$ cat src/rtl/nibble_add_sched_if.sv
`default_nettype none
// +----------------------------------------------------------------------------+
// | Module      : nibble_add_sched_if                                          |
// | Description : Bundle of the two requester channels and the response        |
// |               channel of nibble_add_sched.                                 |
// |               master : the client side (drives valids, operands,           |
// |                        rsp_ready; observes readies and results)            |
// |               slave  : the scheduler side                                  |
// | Ports       : req0_valid/ready/a/b, req1_valid/ready/a/b,                  |
// |               rsp_valid/ready/sum/cout/id, busy                            |
// | Revision    : 1.0 - initial release                                        |
// +----------------------------------------------------------------------------+
interface nibble_add_sched_if #(
  parameter int NIBBLES = 4
);
  localparam int W = 4 * NIBBLES;

  logic         req0_valid;
  logic         req0_ready;
  logic [W-1:0] req0_a;
  logic [W-1:0] req0_b;

  logic         req1_valid;
  logic         req1_ready;
  logic [W-1:0] req1_a;
  logic [W-1:0] req1_b;

  logic         rsp_valid;
  logic         rsp_ready;
  logic [W-1:0] rsp_sum;
  logic         rsp_cout;
  logic         rsp_id;

  logic         busy;

  modport master (
    output req0_valid, req0_a, req0_b,
    output req1_valid, req1_a, req1_b,
    output rsp_ready,
    input  req0_ready, req1_ready,
    input  rsp_valid, rsp_sum, rsp_cout, rsp_id,
    input  busy
  );

  modport slave (
    input  req0_valid, req0_a, req0_b,
    input  req1_valid, req1_a, req1_b,
    input  rsp_ready,
    output req0_ready, req1_ready,
    output rsp_valid, rsp_sum, rsp_cout, rsp_id,
    output busy
  );
endinterface
`default_nettype wire

$ cat src/rtl/nibble_add_sched.sv
`default_nettype none
// +----------------------------------------------------------------------------+
// | Module      : nibble_add_sched                                             |
// | Description : Round-robin scheduler sharing one 4-bit ripple-carry adder   |
// |               between two requesters. An accepted operand pair is added    |
// |               serially, one nibble per cycle LSB first, with a registered  |
// |               carry; the result is returned on a valid/ready channel.      |
// | Ports       : clk  - clock, rising edge                                    |
// |               rst  - asynchronous active-high reset                        |
// |               bus  - nibble_add_sched_if.slave (requests, response, busy)  |
// | Revision    : 1.0 - initial release                                        |
// +----------------------------------------------------------------------------+
module nibble_add_sched #(
  parameter int NIBBLES = 4
) (
  input  logic                clk,
  input  logic                rst,
  nibble_add_sched_if.slave   bus
);

  localparam int W     = 4 * NIBBLES;
  // Index register needs at least one bit even when NIBBLES == 1.
  localparam int IDX_W = (NIBBLES > 1) ? $clog2(NIBBLES) : 1;
  localparam logic [IDX_W-1:0] LAST_IDX = IDX_W'(NIBBLES - 1);

  typedef enum logic [1:0] {
    ST_IDLE = 2'd0,
    ST_ADD  = 2'd1,
    ST_RESP = 2'd2
  } state_t;

  state_t           state_q, state_d;
  logic             prio_q,  prio_d;
  logic [W-1:0]     a_q,     a_d;
  logic [W-1:0]     b_q,     b_d;
  logic [W-1:0]     sum_q,   sum_d;
  logic             carry_q, carry_d;
  logic [IDX_W-1:0] idx_q,   idx_d;
  logic             cout_q,  cout_d;
  logic             id_q,    id_d;
  logic             valid_q, valid_d;
  logic             busy_q,  busy_d;

  // --------------------------------------------------------------------------
  // Arbitration: a lone valid wins; on contention prio names the winner.
  // --------------------------------------------------------------------------
  logic grant0;
  logic grant1;

  assign grant0 = bus.req0_valid & (~bus.req1_valid | ~prio_q);
  assign grant1 = bus.req1_valid & (~bus.req0_valid |  prio_q);

  assign bus.req0_ready = (state_q == ST_IDLE) & grant0;
  assign bus.req1_ready = (state_q == ST_IDLE) & grant1;

  assign bus.rsp_valid = valid_q;
  assign bus.rsp_sum   = sum_q;
  assign bus.rsp_cout  = cout_q;
  assign bus.rsp_id    = id_q;
  assign bus.busy      = busy_q;

  // --------------------------------------------------------------------------
  // Operand nibble selection for the current index.
  // --------------------------------------------------------------------------
  logic [3:0] add_a;
  logic [3:0] add_b;

  always_comb begin
    add_a = 4'd0;
    add_b = 4'd0;
    for (int k = 0; k < NIBBLES; k++) begin
      if (idx_q == IDX_W'(k)) begin
        add_a = a_q[4*k +: 4];
        add_b = b_q[4*k +: 4];
      end
    end
  end

  // --------------------------------------------------------------------------
  // Shared 4-bit ripple-carry adder; carry-in comes from the carry register.
  // --------------------------------------------------------------------------
  logic [3:0] add_s;
  logic [4:0] add_c;

  assign add_c[0] = carry_q;

  for (genvar i = 0; i < 4; i++) begin : g_ripple
    assign add_s[i]   = add_a[i] ^ add_b[i] ^ add_c[i];
    assign add_c[i+1] = (add_a[i] & add_b[i]) | (add_c[i] & (add_a[i] ^ add_b[i]));
  end

  // --------------------------------------------------------------------------
  // Next-state logic.
  // --------------------------------------------------------------------------
  always_comb begin
    state_d = state_q;
    prio_d  = prio_q;
    a_d     = a_q;
    b_d     = b_q;
    sum_d   = sum_q;
    carry_d = carry_q;
    idx_d   = idx_q;
    cout_d  = cout_q;
    id_d    = id_q;
    valid_d = valid_q;
    busy_d  = busy_q;

    case (state_q)
      ST_IDLE: begin
        // A grant in IDLE is the handshake: ready equals the grant here.
        if (grant0 | grant1) begin
          a_d     = grant1 ? bus.req1_a : bus.req0_a;
          b_d     = grant1 ? bus.req1_b : bus.req0_b;
          id_d    = grant1;
          prio_d  = ~grant1;
          carry_d = 1'b0;
          idx_d   = '0;
          state_d = ST_ADD;
          busy_d  = 1'b1;
        end
      end

      ST_ADD: begin
        for (int k = 0; k < NIBBLES; k++) begin
          if (idx_q == IDX_W'(k)) begin
            sum_d[4*k +: 4] = add_s;
          end
        end
        carry_d = add_c[4];
        if (idx_q == LAST_IDX) begin
          cout_d  = add_c[4];
          idx_d   = '0;
          state_d = ST_RESP;
          valid_d = 1'b1;
        end else begin
          idx_d = idx_q + IDX_W'(1);
        end
      end

      ST_RESP: begin
        if (bus.rsp_ready) begin
          state_d = ST_IDLE;
          valid_d = 1'b0;
          busy_d  = 1'b0;
        end
      end

      default: begin
        state_d = ST_IDLE;
        valid_d = 1'b0;
        busy_d  = 1'b0;
      end
    endcase
  end

  // --------------------------------------------------------------------------
  // State registers.
  // --------------------------------------------------------------------------
  always_ff @(posedge clk or posedge rst) begin
    if (rst) begin
      state_q <= ST_IDLE;
      prio_q  <= 1'b0;
      a_q     <= '0;
      b_q     <= '0;
      sum_q   <= '0;
      carry_q <= 1'b0;
      idx_q   <= '0;
      cout_q  <= 1'b0;
      id_q    <= 1'b0;
      valid_q <= 1'b0;
      busy_q  <= 1'b0;
    end else begin
      state_q <= state_d;
      prio_q  <= prio_d;
      a_q     <= a_d;
      b_q     <= b_d;
      sum_q   <= sum_d;
      carry_q <= carry_d;
      idx_q   <= idx_d;
      cout_q  <= cout_d;
      id_q    <= id_d;
      valid_q <= valid_d;
      busy_q  <= busy_d;
    end
  end

endmodule
`default_nettype wire

$ cat src/flat_wrapper.sv
// flat-port wrapper written by rule: the top's interface ports become plain ports
module nibble_add_sched_flat 
#(
  parameter int NIBBLES = 4
)
  (clk, rst, bus_req0_valid, bus_req0_a, bus_req0_b, bus_req1_valid, bus_req1_a, bus_req1_b, bus_rsp_ready, bus_req0_ready, bus_req1_ready, bus_rsp_valid, bus_rsp_sum, bus_rsp_cout, bus_rsp_id, bus_busy);
  nibble_add_sched_if #(.NIBBLES(NIBBLES)) bus_i ();
  input  logic clk;
  input  logic rst;
  input wire logic [$bits(bus_i.req0_valid)-1:0] bus_req0_valid;
  input wire logic [$bits(bus_i.req0_a)-1:0] bus_req0_a;
  input wire logic [$bits(bus_i.req0_b)-1:0] bus_req0_b;
  input wire logic [$bits(bus_i.req1_valid)-1:0] bus_req1_valid;
  input wire logic [$bits(bus_i.req1_a)-1:0] bus_req1_a;
  input wire logic [$bits(bus_i.req1_b)-1:0] bus_req1_b;
  input wire logic [$bits(bus_i.rsp_ready)-1:0] bus_rsp_ready;
  output wire logic [$bits(bus_i.req0_ready)-1:0] bus_req0_ready;
  output wire logic [$bits(bus_i.req1_ready)-1:0] bus_req1_ready;
  output wire logic [$bits(bus_i.rsp_valid)-1:0] bus_rsp_valid;
  output wire logic [$bits(bus_i.rsp_sum)-1:0] bus_rsp_sum;
  output wire logic [$bits(bus_i.rsp_cout)-1:0] bus_rsp_cout;
  output wire logic [$bits(bus_i.rsp_id)-1:0] bus_rsp_id;
  output wire logic [$bits(bus_i.busy)-1:0] bus_busy;
  assign bus_i.req0_valid = bus_req0_valid;
  assign bus_i.req0_a = bus_req0_a;
  assign bus_i.req0_b = bus_req0_b;
  assign bus_i.req1_valid = bus_req1_valid;
  assign bus_i.req1_a = bus_req1_a;
  assign bus_i.req1_b = bus_req1_b;
  assign bus_i.rsp_ready = bus_rsp_ready;
  assign bus_req0_ready = bus_i.req0_ready;
  assign bus_req1_ready = bus_i.req1_ready;
  assign bus_rsp_valid = bus_i.rsp_valid;
  assign bus_rsp_sum = bus_i.rsp_sum;
  assign bus_rsp_cout = bus_i.rsp_cout;
  assign bus_rsp_id = bus_i.rsp_id;
  assign bus_busy = bus_i.busy;
  nibble_add_sched #(.NIBBLES(NIBBLES)) u_core (.clk(clk), .rst(rst), .bus(bus_i));
endmodule
$ cat config.mk
export PLATFORM = sky130hd
export DESIGN_NAME = nibble_add_sched_flat
export DESIGN_NICKNAME = d
export VERILOG_FILES = /design/src/rtl/nibble_add_sched_if.sv /design/src/rtl/nibble_add_sched.sv /design/src/flat_wrapper.sv
export SDC_FILE = /design/constraint.sdc
export NUM_CORES = 1
export LEC_CHECK = 0
export CAP_MARGIN = 20
export CORE_UTILIZATION = 64
export CTS_BUF_LIST = sky130_fd_sc_hd__clkbuf_16
export DETAILED_ROUTE_END_ITERATION = 12
export DONT_BUFFER_PORTS = 1
export PLACE_DENSITY = 0.83
export SLEW_MARGIN = 5
export SYNTH_ARGS = -nofsm -noshare
export SYNTH_HDL_FRONTEND = slang
export SYNTH_SLANG_ARGS = --single-unit
$ cat constraint.sdc
create_clock -name clk -period 7.5 [get_ports clk]
set_input_delay 0.75 -clock clk [delete_from_list [all_inputs] [get_ports clk]]
set_output_delay 0.75 -clock clk [all_outputs]
set_load 0.01 [all_outputs]
==> implementation parameters, run 1 <==
Parameter                              Value

Yosys
  Share of the yosys chip area belonging to registers ... 0.4778
  Largest family of logic cells by synthesized area ... compound AO/OA/AOI/OAI gates
  Adder-Cell Fraction of Synth Area ... 0.04283
  Cell area after synthesis ... between 0.003 and 0.004 mm^2
  Cells after Synth ... 318
  Average size of a mapped cell ... ~9.6 um^2
  Synth warnings ... 0
  Fraction of synthesized area in multiplexers ... 0.06301
  Complex-gate fraction of the synthesized area ... 0.2405
  Cell variety after synth ... 26
  Flip-flop and latch count after synthesis ... 58
  Post-synthesis simple-gate area fraction ... 0.1145
  Post-Synthesis Net Count ... 395
  XOR/XNOR Fraction of Synth Area ... 0

Outcome
  Outcome ... finished with violations
  Violated checks ... design-rule violations

Setup path
  Worst reg-to-reg path cell count ... 10
  Arrival time at the worst endpoint ... 3.95 ns
  Start of the worst register-to-register path ... u_core.idx_q[1]
  Critical path launch point type ... register
  R2r setup slk ... 3.75 ns
  FF-to-FF End ... u_core.bus.rsp_sum[15]
  Data required time of the critical path ... 7.70 ns
  Critical Path Source ... u_core.idx_q[1]
  Critical setup path kind ... reg -> reg
  Endpoint of the worst setup timing path ... u_core.bus.rsp_sum[15]
  Kind of capture point of the worst setup path ... register
  Maximum fanout encountered on the critical timing path ... 12

Floorplanning
  Core region area ... 0.004444 mm^2
  Number of top-level pins ... just over 90
  Area enclosed by the die boundary ... 0.005026 mm^2
  Row Count ... 24
  Die width ... roughly 71 um
  Die boundary height ... 70.90 um
  Initial core utilization ... 0.6836

Final layout
  Most common cell after layout, fill and taps aside ... sky130_fd_sc_hd__dfrtp_1
  Cell area after layout ... 0.003233 mm^2
  Most frequent cells in the layout ... 58 x sky130_fd_sc_hd__dfrtp_1, 39 x sky130_fd_sc_hd__a21oi_1, 38 x sky130_fd_sc_hd__o21ai_0
  Number of antenna cells inserted ... 0
  Proportion of layout cells with a drive suffix above 1 ... 0.1173
  Net count, final ... approximately 380
  Syn-to-layout area delta ... 6.425%

Placement
  Area post-placement ... 0.002964 mm^2
  Post-detail-place hpwl ... 4573 um
  PortBufs ... 0
  RD Place Congestion ... ~0.84

CTS
  Clk sink count ... 58
  Hold Buf Count CTS ... 0
  Number of H-tree levels ... 3
  Buffer cell driving the clock tree root ... sky130_fd_sc_hd__clkbuf_16
  TritonCTS clock tree ... yes
  Deepest clock path buffer count ... 2
  Number of setup buffers added after CTS ... 0
  Clock latency on the worst-skew pair ... 0.32 ns
  Clock-pin slew on the worst setup and hold paths ... 0.05 ns
  Number of buffers added by the clock tree synthesis step ... 9
  Number of resized instances in the post-cts repair step ... 0

Drt
  First-pass iteration count of the detailed router ... 9
  Routed Wire Length ... 6761 um
  Via density ... between 6 and 7
  Wire length per cell ... 18.83 um
  Initial DRC Count ... 190
  Number of remaining DRC errors ... 6
  Via count ... 2424
  Post-route antenna net violation count ... 0

Power and ir drop
  VDD IR max ... between 0.2 and 0.3 mV
  Total Power Consumption ... ~1.7 mW
  Power density of the placed cells ... between 500 and 600 mW/mm^2
  Leakage power figure ... 1.310 nW

Global route
  Vias in the first global route ... 2319
  Overflow left after global routing ... 0
  Initial antenna violation count ... 0
  Total global routing track utilization ... 0.2827
  Wire length of the first global-routing pass ... approximately 11000 um
  Largest net degree at the start of global routing ... 59

Timing
  Setup TNS ... 0 ns
  Worst slew margin relative to its limit ... 0.2834
  Peak Freq ... 266.9 MHz
  Period utilisation layout ... 0.4996
  Setup-violating endpoint count in the final report ... 0
  Slew at the pin closest to its max-slew limit ... 1.075 ns
  Final worst path period need ... 3.747 ns
  Number of endpoints with negative hold slack in the final report ... 0
  Setup repair after global routing missed its margin ... no
  Post-Route Skew ... 0.007377 ns
  Max Transition Viols Final ... 0

Job
  Count of maximum capacitance violations ... 0

Hold path
  Hold Path Class ... in -> async
[flip-flops by register name, indices dropped and copies added, names as in the netlist, 2 cells and up]
name	cells
u_core.a_q	16
u_core.b_q	16
u_core.bus.rsp_sum	16
u_core.idx_q	2
u_core.state_q	2
[cell families (layout without fill, tap and decap cells)]
logic type	count (synthesis)	in the layout
adder cells (fa/ha/maj)	8	8
buffers and inverters	37	26
AND/OR/NAND/NOR	71	71
multiplexers	17	17
flip-flops	58	58
AO/OA/AOI/OAI	127	127
[cell usage after synthesis]
cell type                  count  area share
sky130_fd_sc_hd__a21oi_1      39       0.064
sky130_fd_sc_hd__a221oi_1      6       0.017
sky130_fd_sc_hd__a22o_1        2      0.0058
sky130_fd_sc_hd__a31o_2        1      0.0029
sky130_fd_sc_hd__a31oi_1      33       0.068
sky130_fd_sc_hd__and2_4        1      0.0029
sky130_fd_sc_hd__and3_1        2      0.0041
sky130_fd_sc_hd__buf_2         5      0.0082
sky130_fd_sc_hd__buf_4         1      0.0025
sky130_fd_sc_hd__buf_6         5       0.019
sky130_fd_sc_hd__clkbuf_1     20       0.025
sky130_fd_sc_hd__dfrtp_1      58        0.48
sky130_fd_sc_hd__fa_1          4       0.026
sky130_fd_sc_hd__ha_1          4       0.016
sky130_fd_sc_hd__inv_1         6      0.0074
sky130_fd_sc_hd__mux2_2       17       0.063
sky130_fd_sc_hd__nand2_1      20       0.025
sky130_fd_sc_hd__nand2b_1      2      0.0041
sky130_fd_sc_hd__nand3_1      32       0.053
sky130_fd_sc_hd__nor2_1        3      0.0037
sky130_fd_sc_hd__nor2b_1       9       0.019
sky130_fd_sc_hd__nor3_1        1      0.0016
sky130_fd_sc_hd__o21a_1        1      0.0025
sky130_fd_sc_hd__o21ai_0      38       0.063
sky130_fd_sc_hd__o31ai_1       7       0.017
sky130_fd_sc_hd__or2_1         1      0.0021
[power by group]
| group | internal [mW] | switching, mW | total (mW) |
|---|---|---|---|
| clock network | 0.215 | 0.127 | 0.342 |
| registers | 0.480 | 0.141 | 0.620 |
| logic | 0.341 | 0.436 | 0.777 |
[through the flow]
step | hold slack (ns) | setup WS, ns | util | std cells
after CTS | 0.5203 | 3.790 | 0.7241 | 358
final | 0.5004 | 3.753 | 0.7275 | 359
after detailed placement | 0.5140 | 3.799 | 0.6669 | 342
after global placement | 0.5110 | 3.970 | 0.6669 | 342
after global routing | 0.5393 | 3.565 | 0.7275 | 359
after floorplan | 0.4849 | 4.197 | - | 318
[layer usage]
layer  share of wire  vias up  track usage
met2            0.49      100       0.4690
met4           0.020        0       0.1244
met1            0.43     1174       0.3652
li1                -     1137            -
met5               0        -            0
met3           0.060       13      0.05413
[how the worst min path moves through the flow]
stage                                end  slack (ns)  cells after the start
after floorplan            u_core.prio_q        0.48                      1
after global placement     u_core.prio_q        0.51                      1
after detailed placement   u_core.prio_q        0.51                      1
after CTS                  u_core.prio_q        0.52                      1
after global routing       u_core.prio_q        0.54                      1
final                     u_core.b_q[15]        0.50                      2
[final cells by class]
type | count | area, um^2
Sequential cell | 58 | 1451
Tap cell | 52 | 65.06
Clock buffer | 9 | 225.2
Multi-Input combinational cell | 223 | 1403
Fill cell | 329 | 1211
Inverter | 6 | 22.52
Clock inverter | 7 | 28.78
Timing Repair Buffer | 4 | 37.54
[critical path, cell delays in order (launching register included)]
cell	delay [ns]
sky130_fd_sc_hd__dfrtp_1	0.39
sky130_fd_sc_hd__inv_1	0.11
sky130_fd_sc_hd__ha_1	0.40
sky130_fd_sc_hd__nor2b_1	0.20
sky130_fd_sc_hd__a221oi_1	0.34
sky130_fd_sc_hd__o31ai_1	0.15
sky130_fd_sc_hd__fa_1	0.44
sky130_fd_sc_hd__fa_1	0.40
sky130_fd_sc_hd__fa_1	0.42
sky130_fd_sc_hd__fa_1	0.49
sky130_fd_sc_hd__mux2_2	0.28
Power figures use the tool's default switching activity.
==> run 2: changes to the inputs <==
CORE_UTILIZATION = 63   (was 64)
PLACE_DENSITY = 0.82   (was 0.83)
clock period = 3.7 ns   (was 7.5 ns; I/O delays follow)
==> implementation parameters, run 2 (synthesis gave the netlist of run 1 again) <==
Parameter                              Value

Timing
  Number of endpoints with negative hold slack in the final report ... 0 (unchanged)
  Post-route setup slack ... 0.1562 ns (-3.597 ns)
  Peak Freq ... 282.2 MHz (+5.7%)
  Setup-violating endpoint count in the final report ... 0 (unchanged)
  Setup TNS ... 0 ns (unchanged)
  Slew at the pin closest to its max-slew limit ... 0.7405 ns (-0.3343 ns)
  Hold slack ... 0.1601 ns (-0.3403 ns)
  Post-Route Skew ... 0.005062 ns (-0.002316 ns)
  Period utilisation layout ... 0.9578 (+0.4582)
  Worst slew margin relative to its limit ... 0.5058 (+0.2223)
  Final worst path period need ... 3.544 ns (-0.2030 ns)
  Max Transition Viols Final ... 0 (unchanged)

Power and ir drop
  Leakage power figure ... 1.341 nW (+2.4%)
  Total Power Consumption ... 3.622 mW (+110%)
  Part of the total power dissipated in the clock network ... 0.193 (-0.004)
  Seq pwr share ... 0.350 (-0.007)
  Cell-internal power ... 2.138 mW (+110%)
  Combinational Power Share ... 0.457 (+0.010)
  Power density of the placed cells ... 1099 mW/mm^2 (+100%)
  Switching Fraction ... 0.4095 (+0.005110)
  VDD IR max ... 0.5134 mV (+100%)
  Switching Power ... 1.483 mW (+110%)

Job
  Count of maximum capacitance violations ... 0 (unchanged)

Final layout
  Most frequent cells in the layout ... 57 x sky130_fd_sc_hd__dfrtp_1, 39 x sky130_fd_sc_hd__a21oi_1, 38 x sky130_fd_sc_hd__o21ai_0
  Number of antenna cells inserted ... 0 (unchanged)
  Final cell count without fillers ... 364 (+1.4%)
  Post-layout utilization of the core ... 0.7314 (+0.003912)
  Syn-to-layout area delta ... 8.443%
  Proportion of layout cells with a drive suffix above 1 ... 0.1410 (+0.02376)
  Most common cell after layout, fill and taps aside ... sky130_fd_sc_hd__dfrtp_1
  Net count, final ... 384 (+1.3%)
  Cell area after layout ... 0.003294 mm^2 (+1.9%)

Placement
  Post-place setup slack ... 0.1065 ns (-3.693 ns)
  Area post-placement ... 0.002987 mm^2 (+0.76%)
  RD Place Congestion ... 0.8455 (+1.3%)
  Post-detail-place hpwl ... 4763 um (+4.2%)
  PortBufs ... 0 (unchanged)
  Placed cell count ... 345 (+0.88%)

CTS
  Clk sink count ... 58 (unchanged)
  Number of buffers added by the clock tree synthesis step ... 9 (unchanged)
  Deepest clock path buffer count ... 2 (unchanged)
  TritonCTS clock tree ... yes
  Clock latency on the worst-skew pair ... 0.32 ns (about the same)
  Clock-pin slew on the worst setup and hold paths ... 0.05 ns (about the same)
  Buffer cell driving the clock tree root ... sky130_fd_sc_hd__clkbuf_16
  Number of H-tree levels ... 3 (unchanged)

Global route
  Initial antenna violation count ... 0 (unchanged)
  Wire length of the first global-routing pass ... 11180 um (+2.6%)
  Total global routing track utilization ... 0.2900 (+0.007262)
  Vias in the first global route ... 2393 (+3.2%)
  Largest net degree at the start of global routing ... 40 (-32%)
  Overflow left after global routing ... 0 (unchanged)

Floorplanning
  Area enclosed by the die boundary ... 0.005104 mm^2 (+1.5%)
  Number of top-level pins ... 91 (unchanged)
  Initial core utilization ... 0.6744 (-0.009114)
  Row Count ... 24 (unchanged)
  Core region area ... 0.004504 mm^2 (+1.4%)
  Die width ... 71.44 um (+0.77%)
  Die boundary height ... 71.44 um (+0.77%)

Drt
  Post-route antenna net violation count ... 0 (unchanged)
  Via density ... 6.805 (+0.78%)
  Via count ... 2477 (+2.2%)
  Wire length per cell ... 19.43 um (+3.2%)
  Number of remaining DRC errors ... 0 (-6)
  Routed Wire Length ... 7074 um (+4.6%)
  Initial DRC Count ... 275 (+45%)
  First-pass iteration count of the detailed router ... 5 (-4)

Setup path
  R2r setup slk ... 0.16 ns (-3.60 ns)
  Data required time of the critical path ... 3.91 ns (-3.79 ns)
  Critical setup path kind ... reg -> reg
  Kind of capture point of the worst setup path ... register
  Arrival time at the worst endpoint ... 3.75 ns (-0.20 ns)
  Maximum fanout encountered on the critical timing path ... 17 (+5)
  Critical path launch point type ... register

Outcome
  Outcome ... completed

Hold path
  Hold Path Class ... in -> reg
-- run 2: worst paths after layout --
| check | from | cells past startpoint | to |
|---|---|---|---|
| hold reg to reg | u_core.prio_q | 1 | u_core.prio_q |
| setup / recovery | u_core.idx_q[0] | 9 | u_core.bus.rsp_sum[3] |
| setup reg to reg | u_core.idx_q[0] | 9 | u_core.bus.rsp_sum[3] |
| min in group asynchronous | rst | 2 | u_core.bus.busy |
| max in group asynchronous | rst | 3 | u_core.idx_q[0] |
| hold / removal | bus_req1_valid | 1 | u_core.prio_q |
-- run 2: layer usage --
metal  GRT usage  part of all wire  routed length [um]
met5           0                 0                   0
met4      0.1533             0.026                 183
met3     0.06751             0.066                 470
met2      0.4339              0.49                3436
met1      0.3964              0.42                2983
-- run 2: timing repair --
action | 4_1_cts | 5_1_grt
hold endpoints to repair | 25 | 0
hold buffers | 1 | 0
setup endpoints to repair | 0 | 5
resized for setup | 0 | 4
buffers inserted | 0 | 1
-- run 2: power groups by stage --
| stage | sequential, mW | combinational, mW | clock, mW |
|---|---|---|---|
| after detailed placement | 1.26 | 1.61 | 0 |
| final | 1.27 | 1.66 | 0.699 |
| after global placement | 1.25 | 1.52 | 0 |
| after CTS | 1.25 | 1.62 | 0.708 |
| after floorplan | 1.17 | 1.30 | 0 |
| after global routing | 1.30 | 1.87 | 0.736 |
-- run 2: worst max-delay path, stage by stage (launching register included) --
cell and delay (ns):
sky130_fd_sc_hd__dfrtp_2 0.45, sky130_fd_sc_hd__inv_1 0.10, sky130_fd_sc_hd__ha_1 0.49, sky130_fd_sc_hd__nor2b_1 0.20, sky130_fd_sc_hd__o31ai_1 0.10, sky130_fd_sc_hd__fa_1 0.46
sky130_fd_sc_hd__fa_1 0.41, sky130_fd_sc_hd__fa_1 0.42, sky130_fd_sc_hd__fa_1 0.51, sky130_fd_sc_hd__mux2_2 0.29
-- run 2: final cells by class --
class / count / area, um^2
Multi-Input combinational cell: 223 / 1421
Fill cell: 329 / 1210
Clock inverter: 7 / 30.03
Inverter: 6 / 22.52
Tap cell: 52 / 65.06
Sequential cell: 58 / 1453
Clock buffer: 9 / 225.2
Timing Repair Buffer: 9 / 77.57
==> run 3: changes to the inputs <==
CORE_UTILIZATION = 64   (was 63)
CTS_CLUSTER_DIAMETER = 50   (was not set)
PLACE_DENSITY = 0.83   (was 0.82)
clock period = 4.16 ns   (was 3.7 ns; I/O delays follow)
==> implementation parameters, run 3 (synthesis gave the netlist of run 1 again) <==
Parameter                              Value

Setup path
  Critical-path cell list ... inv_1 > ha_1 > nor2b_1 > a221oi_1 > o31ai_1 > fa_1 > fa_1 > fa_1 > fa_1 > mux2_2
  Cell with the largest stage delay on the worst path ... sky130_fd_sc_hd__fa_1
  Start of the worst register-to-register path ... u_core.idx_q[1]
  Cell repeated most along the worst path ... sky130_fd_sc_hd__fa_1
  Data required time of the critical path ... 4.36 ns (+0.45 ns)
  Kind of cell adding the most delay to the critical path ... adder cells
  Kind of capture point of the worst setup path ... register
  Maximum fanout encountered on the critical timing path ... 12 (-5)
  Critical Path Source ... u_core.idx_q[1]
  Critical setup path kind ... reg -> reg
  Arrival time at the worst endpoint ... 3.95 ns (+0.20 ns)
  Worst Path Buf+Inv ... 1 (unchanged)
  Largest incremental delay on the critical path ... 0.50 ns (about the same)
  Critical path launch point type ... register
  R2r setup slk ... 0.41 ns (+0.25 ns)

Power and ir drop
  Leakage power figure ... 1.335 nW (-0.41%)
  Total Power Consumption ... 3.240 mW (-11%)
  Combinational Power Share ... 0.437 (-0.020)
  Seq pwr share ... 0.349 (about the same)
  Cell-internal power ... 1.940 mW (-9.3%)
  Part of the total power dissipated in the clock network ... 0.214 (+0.021)
  Switching Fraction ... 0.4012 (-0.008297)
  Power density of the placed cells ... 983.9 mW/mm^2 (-11%)
  Switching Power ... 1.300 mW (-12%)
  VDD IR max ... 0.4311 mV (-16%)

Placement
  RD Place Congestion ... 0.8175 (-3.3%)
  Post-detail-place hpwl ... 4616 um (-3.1%)
  Area post-placement ... 0.002964 mm^2 (-0.75%)
  Post-place setup slack ... 0.4724 ns (+0.3659 ns)
  PortBufs ... 0 (unchanged)
  Placed cell count ... 342 (-0.87%)

Final layout
  Final cell count without fillers ... 360 (-1.1%)
  Cell area after layout ... 0.003293 mm^2 (about the same)
  Number of antenna cells inserted ... 0 (unchanged)
  Most frequent cells in the layout ... 58 x sky130_fd_sc_hd__dfrtp_1, 39 x sky130_fd_sc_hd__a21oi_1, 38 x sky130_fd_sc_hd__o21ai_0
  Post-layout utilization of the core ... 0.7410 (+0.009602)
  Net count, final ... 380 (-1.0%)
  Syn-to-layout area delta ... 8.402% (about the same)
  Number of filler instances in the final layout ... 321 (-2.4%)
  Most common cell after layout, fill and taps aside ... sky130_fd_sc_hd__dfrtp_1
  Proportion of layout cells with a drive suffix above 1 ... 0.1331 (-0.007909)

Global route
  Largest net degree at the start of global routing ... 59 (+48%)
  Grt met3 use ... 0.06410 (-0.003408)
  Initial antenna violation count ... 0 (unchanged)
  Total global routing track utilization ... 0.2953 (+0.005300)
  GR Layer Usage met2 ... 0.4701 (+0.03622)
  Wire length of the first global-routing pass ... 11240 um (+0.50%)
  Fraction of met1 tracks used by global routing ... 0.3981 (+0.001653)
  Most congested layer reported by global routing ... met2
  Vias in the first global route ... 2316 (-3.2%)
  Overflow left after global routing ... 0 (unchanged)

Job
  Count of maximum capacitance violations ... 0 (unchanged)

Timing
  Max Transition Viols Final ... 0 (unchanged)
  Worst slew margin relative to its limit ... 0.4896 (-0.01623)
  Slew at the pin closest to its max-slew limit ... 0.7648 ns (+0.02431 ns)
  Post-route setup slack ... 0.4064 ns (+0.2503 ns)
  Post-Route Skew ... 0.004773 ns (-0.0002889 ns)
  Setup repair after global routing missed its margin ... no
  Peak Freq ... 266.4 MHz (-5.6%)
  Number of endpoints with negative hold slack in the final report ... 0 (unchanged)
  Setup TNS ... 0 ns (unchanged)
  Period utilisation layout ... 0.9023 (-0.05549)
  Final worst path period need ... 3.754 ns (+0.2097 ns)
  Hold slack ... 0.1739 ns (+0.01382 ns)
  Setup-violating endpoint count in the final report ... 0 (unchanged)

CTS
  Hold Buf Count CTS ... 0 (-1)
  Number of buffers added by the clock tree synthesis step ... 9 (unchanged)
  Buffer cell driving the clock tree root ... sky130_fd_sc_hd__clkbuf_16
  Clock latency on the worst-skew pair ... 0.32 ns (about the same)
  Number of setup buffers added after CTS ... 0 (unchanged)
  Number of resized instances in the post-cts repair step ... 0 (unchanged)
  Deepest clock path buffer count ... 2 (unchanged)
  Clk sink count ... 58 (unchanged)
  Clock-pin slew on the worst setup and hold paths ... 0.05 ns (about the same)
  Number of H-tree levels ... 3 (unchanged)
  TritonCTS clock tree ... yes

Floorplanning
  Core region area ... 0.004444 mm^2 (-1.3%)
  Die boundary height ... 70.90 um (-0.76%)
  Area enclosed by the die boundary ... 0.005026 mm^2 (-1.5%)
  Die width ... 70.90 um (-0.76%)
  Initial core utilization ... 0.6836 (+0.009114)
  Row Count ... 24 (unchanged)
  Number of top-level pins ... 91 (unchanged)

Drt
  Wire length per cell ... 19.34 um (-0.46%)
  Post-route antenna net violation count ... 0 (unchanged)
  First-pass iteration count of the detailed router ... 11 (+6)
  Via count ... 2461 (-0.65%)
  Initial DRC Count ... 178 (-35%)
  Number of remaining DRC errors ... 2 (+2)
  Routed Wire Length ... 6964 um (-1.6%)
  Via density ... 6.836 (+0.46%)

Outcome
  Outcome ... finished with violations
  Violated checks ... design-rule violations

Hold path
  Hold Path Class ... in -> async
[run 3: cell types whose count changed in the layout (fill, tap and decap cells not counted), sizes merged]
cell         delta
buf             -3
bufinv          +1
clkinvlp        +1
dlygate4sd3     -1
inv             -2
[run 3: path summary, 6_finish.rpt]
kind / end / cells after the start
max in group asynchronous: u_core.a_q[5] / 2
setup reg to reg: u_core.bus.rsp_sum[7] / 10
setup / recovery: u_core.bus.rsp_sum[7] / 10
hold reg to reg: u_core.prio_q / 1
min in group clk: u_core.prio_q / 1
hold / removal: u_core.bus.busy / 2
[run 3: layer usage]
layer | up-vias | part of all wire
met2 | 113 | 0.49
met4 | 0 | 0.021
li1 | 1135 | -
met3 | 17 | 0.062
met1 | 1196 | 0.42
met5 | - | 0
[run 3: worst register-to-register path, delay by kind of cell (launching register included)]
kind            cells  cell delay [ns]
buf+inv             1             0.12
fa+ha+maj           5             2.19
simple gates        1             0.19
flops               1             0.41
mux                 1             0.29
compound gates      2             0.44
[run 3: power groups by stage]
stage / sequential, mW / combinational, mW / clock [mW]
floorplan: 1.04 / 1.15 / 0
global placement: 1.12 / 1.33 / 0
detailed placement: 1.12 / 1.39 / 0
CTS: 1.12 / 1.40 / 0.697
global route: 1.16 / 1.59 / 0.728
finish: 1.13 / 1.42 / 0.694
[run 3: final cells by class]
cell class | count | area (um^2) | area share
inverter | 6 | 22.52 | 0.006839
multi-input combinational | 223 | 1403 | 0.4259
clock buffer | 9 | 225.2 | 0.06839
sequential | 58 | 1451 | 0.4407
clock inverter | 7 | 61.31 | 0.01862
timing repair buffer | 5 | 65.06 | 0.01976
tap | 52 | 65.06 | 0.01976
